**config.mk**
```make
export PLATFORM = sky130hd
export DESIGN_NAME = moore_seq_detector
export DESIGN_NICKNAME = d
export VERILOG_FILES = /design/src/rtl/seq_det_pkg.sv /design/src/rtl/seq_det_match_len.sv /design/src/rtl/moore_seq_detector.sv
export SDC_FILE = /design/constraint.sdc
export NUM_CORES = 1
export LEC_CHECK = 0
export CORE_MARGIN = 5
export CORE_UTILIZATION = 50
export CTS_CLUSTER_SIZE = 8
export DETAILED_ROUTE_END_ITERATION = 6
export PLACE_DENSITY = 0.82
export SLEW_MARGIN = 10
export SYNTH_ARGS = -nofsm -noshare
export SYNTH_HDL_FRONTEND = slang
export SYNTH_SLANG_ARGS = --single-unit
```
**constraint.sdc**
```tcl
create_clock -name clk -period 2.15 [get_ports clk]
set_input_delay 0.3225 -clock clk [delete_from_list [all_inputs] [get_ports clk]]
set_output_delay 0.3225 -clock clk [all_outputs]
set_load 0.005 [all_outputs]
```
**src/rtl/seq_det_pkg.sv**
```systemverilog
// Shared definitions for the serial pattern detector: legal parameter limits,
// state-width helper and the priority-decoded per-edge command.
package seq_det_pkg;

    localparam int PATTERN_W_MIN = 2;
    localparam int PATTERN_W_MAX = 32;

    typedef enum logic [1:0] {
        CMD_IDLE  = 2'd0,
        CMD_BIT   = 2'd1,
        CMD_CLEAR = 2'd2,
        CMD_LOAD  = 2'd3
    } cmd_e;

    // Bits needed to hold a matched-prefix length of 0..pattern_w.
    function automatic int state_w(input int pattern_w);
        return $clog2(pattern_w + 1);
    endfunction

endpackage

```
**src/rtl/seq_det_match_len.sv**
```systemverilog
// Combinational next-length search: the longest prefix of the pattern, no longer
// than the cap, that ends with the newest bit and agrees with the bit history.
module seq_det_match_len
    import seq_det_pkg::*;
#(
    parameter int PATTERN_W = 4,
    parameter int STATE_W   = state_w(PATTERN_W)
) (
    input  logic [PATTERN_W-1:0] i_pattern,
    input  logic [PATTERN_W-2:0] i_hist,
    input  logic                 i_bit,
    input  logic [STATE_W-1:0]   i_cap,
    output logic [STATE_W-1:0]   o_len
);

    logic [PATTERN_W-1:0] w_recent;
    logic [PATTERN_W-1:0] w_oldest_first;
    logic                 w_found;

    // w_recent[0] is the newest bit; reversing puts the oldest history bit at index 0,
    // so a right shift lines the last j received bits up against pattern[j-1:0].
    assign w_recent       = {i_hist, i_bit};
    assign w_oldest_first = {<<{w_recent}};

    always_comb begin
        o_len   = '0;
        w_found = 1'b0;
        for (int j = PATTERN_W; j >= 1; j--) begin
            if (!w_found && (j <= int'(i_cap)) &&
                ((((w_oldest_first >> (PATTERN_W - j)) ^ i_pattern) &
                  ({PATTERN_W{1'b1}} >> (PATTERN_W - j))) == '0)) begin
                o_len   = STATE_W'(j);
                w_found = 1'b1;
            end
        end
    end

endmodule

```
**src/rtl/moore_seq_detector.sv**
```systemverilog
// Moore serial pattern detector with a runtime-loadable pattern, overlapping or
// non-overlapping detection, input qualification and a saturating hit counter.
module moore_seq_detector
    import seq_det_pkg::*;
#(
    parameter int                   PATTERN_W     = 4,
    parameter int                   CNT_W         = 8,
    parameter logic [PATTERN_W-1:0] RESET_PATTERN = PATTERN_W'(4'b1101),
    localparam int                  STATE_W       = state_w(PATTERN_W)
) (
    input  logic                 clk,
    input  logic                 reset,
    input  logic                 in_valid,
    input  logic                 in_bit,
    input  logic                 overlap,
    input  logic                 cfg_load,
    input  logic [PATTERN_W-1:0] cfg_pattern,
    input  logic                 clear,
    output logic                 match,
    output logic [STATE_W-1:0]   state,
    output logic [CNT_W-1:0]     hit_count,
    output logic                 hit_sat
);

    if (PATTERN_W < PATTERN_W_MIN || PATTERN_W > PATTERN_W_MAX) begin : g_bad_pattern_w
        $error("moore_seq_detector: PATTERN_W must be in 2..32");
    end
    if (CNT_W < 1 || CNT_W > 32) begin : g_bad_cnt_w
        $error("moore_seq_detector: CNT_W must be in 1..32");
    end

    logic [PATTERN_W-1:0] r_pattern_q;
    logic [PATTERN_W-2:0] r_hist;
    logic [STATE_W-1:0]   r_state;
    logic [CNT_W-1:0]     r_hit_count;

    logic [PATTERN_W-1:0] w_pattern_nxt;
    logic [PATTERN_W-2:0] w_hist_nxt;
    logic [PATTERN_W-2:0] w_hist_shift;
    logic [STATE_W-1:0]   w_state_nxt;
    logic [CNT_W-1:0]     w_cnt_nxt;
    logic [STATE_W-1:0]   w_cap;
    logic [STATE_W-1:0]   w_len;
    cmd_e                 w_cmd;

    always_comb begin
        if (cfg_load)      w_cmd = CMD_LOAD;
        else if (clear)    w_cmd = CMD_CLEAR;
        else if (in_valid) w_cmd = CMD_BIT;
        else               w_cmd = CMD_IDLE;
    end

    // After a full match, non-overlapping mode only lets the new bit start a fresh prefix.
    always_comb begin
        if (r_state == STATE_W'(PATTERN_W))
            w_cap = overlap ? STATE_W'(PATTERN_W) : STATE_W'(1);
        else
            w_cap = r_state + STATE_W'(1);
    end

    assign w_hist_shift = (PATTERN_W-1)'({r_hist, in_bit});

    seq_det_match_len #(
        .PATTERN_W (PATTERN_W),
        .STATE_W   (STATE_W)
    ) u_match_len (
        .i_pattern (r_pattern_q),
        .i_hist    (r_hist),
        .i_bit     (in_bit),
        .i_cap     (w_cap),
        .o_len     (w_len)
    );

    always_ff @(posedge clk or negedge reset) begin
        if (!reset) begin
            r_pattern_q <= RESET_PATTERN;
            r_hist      <= '0;
            r_state     <= '0;
            r_hit_count <= '0;
        end else begin
            r_pattern_q <= w_pattern_nxt;
            r_hist      <= w_hist_nxt;
            r_state     <= w_state_nxt;
            r_hit_count <= w_cnt_nxt;
        end
    end

    always_comb begin
        w_pattern_nxt = r_pattern_q;
        w_hist_nxt    = r_hist;
        w_state_nxt   = r_state;
        w_cnt_nxt     = r_hit_count;
        unique case (w_cmd)
            CMD_LOAD: begin
                w_pattern_nxt = cfg_pattern;
                w_hist_nxt    = '0;
                w_state_nxt   = '0;
                w_cnt_nxt     = '0;
            end
            CMD_CLEAR: begin
                w_hist_nxt  = '0;
                w_state_nxt = '0;
                w_cnt_nxt   = '0;
            end
            CMD_BIT: begin
                w_hist_nxt  = w_hist_shift;
                w_state_nxt = w_len;
                if ((w_len == STATE_W'(PATTERN_W)) && !(&r_hit_count))
                    w_cnt_nxt = r_hit_count + CNT_W'(1);
            end
            default: ;
        endcase
    end

    always_comb begin
        state     = r_state;
        hit_count = r_hit_count;
        match     = (r_state == STATE_W'(PATTERN_W));
        hit_sat   = &r_hit_count;
    end

endmodule
```
==> results of run 1 <==
[layout make-up]
class / instances / area [um^2] / area share
multi-input combinational: 84 / 664.4 / 0.4492
sequential: 18 / 455.4 / 0.3080
timing repair buffer: 29 / 275.3 / 0.1861
inverter: 6 / 22.52 / 0.01523
clock buffer: 4 / 26.28 / 0.01777
tap: 28 / 35.03 / 0.02369
[through the flow]
step                      setup TNS (ns)  total power [W]  setup slack (ns)
final                                  0        0.0006598           0.07342
after detailed placement               0        0.0004837            0.1271
after global placement                 0        0.0004796            0.1946
after CTS                              0        0.0006657          0.004503
after global routing            -0.01340        0.0006942          -0.01340
after floorplan                        0        0.0004448            0.3659
[cells in the mapped netlist (all sizes together), types with 2 or more instances]
cell / number
a21oi: 3
a31o: 4
a31oi: 3
and3: 4
and4: 2
buf: 3
clkbuf: 3
dfrtp: 15
dfstp: 3
ha: 4
inv: 6
mux2: 4
mux2i: 5
nand2: 5
nand2b: 3
nand3: 2
nand4: 5
nor2: 12
nor3: 2
xnor2: 9
xor2: 6
[power by group]
| group | leakage [nW] | switching (W) | internal (W) | total, W |
|---|---|---|---|---|
| logic | 0.364 | 0.0000493 | 0.0000616 | 0.000111 |
| clock network | 0.0150 | 0.000109 | 0.0000724 | 0.000181 |
| registers | 0.237 | 0.0000152 | 0.000353 | 0.000368 |
| total | 0.616 | 0.000173 | 0.000487 | 0.000660 |
[routing by layer]
layer	up-vias	global-route usage	wire, um	share of wire
li1	453	-	-	-
met1	460	0.1791	984	0.40
met2	23	0.2790	1322	0.53
met3	8	0.02673	117	0.047
met4	0	0.09272	58	0.023
met5	-	0	0	0
[final timing paths]
check	startpoint	cells past startpoint	endpoint	slack, ns
max	hit_count[0]$_DFFE_PN0P_	4	hit_sat	0.07
min	reset	2	r_hist[0]$_DFFE_PN0P_	0.34
max reg2reg	state[0]$_DFFE_PN0P_	7	state[0]$_DFFE_PN0P_	0.18
min reg2reg	hit_count[6]$_DFFE_PN0P_	2	hit_count[6]$_DFFE_PN0P_	0.59
max in group asynchronous	reset	2	r_pattern_q[3]$_DFFE_PN1N_	1.55
min in group clk	hit_count[6]$_DFFE_PN0P_	2	hit_count[6]$_DFFE_PN0P_	0.59
[logic make-up after synthesis]
group	count (synthesis)
AOI/OAI and AO/OA	16
xor gates and xnor gates	15
adders and majority gates	4
buffers and inverters	12
DFF	18
muxes	9
and+or+nand+nor	40
[timing repair]
action,CTS,global route
setup endpoints to repair,0,3
endpoints found under the hold margin,0,0
resized for setup,0,3
buffers inserted,0,4
[flip-flops by register name, indices dropped and copies added (netlist names)]
register,cells
hit_count,8
r_hist,3
r_pattern_q,4
state,3
==> run metrics, run 1 <==
Chip Height 58.24 um; fraction of layout cells with a size suffix above 1 0.2270; Leak 0.6161 nW; Remaining DRCs 0; Avg WL per Cell 14.69 um; Global Route Usage Sum 0.1588; final clock skew 0.001817 ns; leading area contributor after synthesis dfrtp_1; clock sink count 18; Hold Violations, Final 0; post-synth cell types 38; final antenna-violating net count 0; synthesized area divided by synthesized cell count 10.21 um^2; initial standard-cell utilization of the core 0.5260; most used cells in the layout excluding fill and tap cells 23 x clkdlybuf4s50_1, 14 x dfrtp_1, 12 x nor2_1; Max transition margin 0.7190; CP Launch Type register; number of placement rows 17; share of synthesized cell area in full adder, half adder and majority cells 0.04301; final setup violation count 0; placed wire-length estimate 1938 um; cell area after technology mapping 0.001164 mm^2; number of nets in the layout 157; count of filler cells inserted in the layout 186; cell at the slowest stage of the critical path clkdlybuf4s50_1; number of DRC markers after the initial detailed-route iteration 13; largest cells by area after synthesis dfrtp_1 32%, dfstp_2 6.8%, xnor2_1 4.5%; number of input and output port buffers inserted 23; Max Clk Rate 481.6 MHz; number of hold buffers added after CTS 0; GPL Wtd Cong 0.8035; Area after DPL 0.001416 mm^2; vias per cell 5.586; Peak supply drop 0.3998 mV; signed area change from the synthesized netlist to the final layout 27.10%; CTS Buf Count 3; via count of the first global-routing pass 961; Total Die Area 0.003392 mm^2; clock network latency to the later pin of the worst-skew pair 0.30 ns; endpoint class of the critical path output port; crit-path leading delay family buffers and inverters; global-route wire length before repair 4105 um; share of synthesized area spent on multiplexers 0.08172; class of the most critical setup path register to output port; most frequent standard cell in the layout excluding fill and tap cells clkdlybuf4s50_1; Layout Cells excl Fill 169; clock slew seen by the registers of the worst setup and hold paths 0.10 ns; clock tree from TritonCTS yes; Hold Worst Slack 0.3445 ns; Post-Layout Inst Area 0.001479 mm^2; Period Utilization, post-route 0.9659; fraction of the core area covered by cells at the end of the flow 0.6686; fraction of the mapped netlist area in compound gates 0.1172; main combinational cell family by area after synthesis simple AND/OR/NAND/NOR gates; maximum clock insertion buffer count 2; count of buffering cells on the critical path with inverters included 1; register bit total from synthesis 18; Root Buffer clkbuf_4; leading register cell type out of synthesis dfrtp_1; antenna diode count 0; Cell Chain, Critical Path ha_1, and3_4, and3_1, clkdlybuf4s50_1; count of synthesis-stage warnings from yosys 0; Post-Route WL 2482 um; maximum net fanout on the critical path 5; deepest level of the CTS H-tree 1; Worst Tran Pin Value 0.4202 ns; net count of the mapped netlist 129; total number of vias 944; count of pins over their slew limit 0; area share of and/or/nand/nor cells after synthesis 0.1925; core area 0.002212 mm^2; share of the yosys chip area belonging to registers 0.3903; worst min path class input port to async pin; Max Cap Violations 0; number of synthesized flops with an enable pin 0; count of placed standard cells including taps 161; worst endpoint required time 1.83 ns; grt ovf 0; power per cell area 446.2 mW/mm^2; maximum single-stage delay on the critical path 0.49 ns; xor-xnor portion of the synthesized cell area 0.1323; CP arrival 1.75 ns; die width 58.24 um; fraction of post-synthesis cell area in the top cell type by area 0.3226; status finished, final reports clean; pin count of the biggest net entering global routing 19; detailed-routing iteration count for the pre-antenna-repair pass 4; fraction of registers with async set/reset 1.000; synthesized netlist cell count 114; Ports 24; initial antenna violation count 0; final critical-path required period 2.077 ns
Note: power is estimated with default switching activity, not from simulation.
==> run 2: changes to the inputs <==
- ABC_CLOCK_PERIOD_IN_PS: default -> 2150
==> results of run 2 <==
Final layout, timing and power as in run 1 (identical DEF).
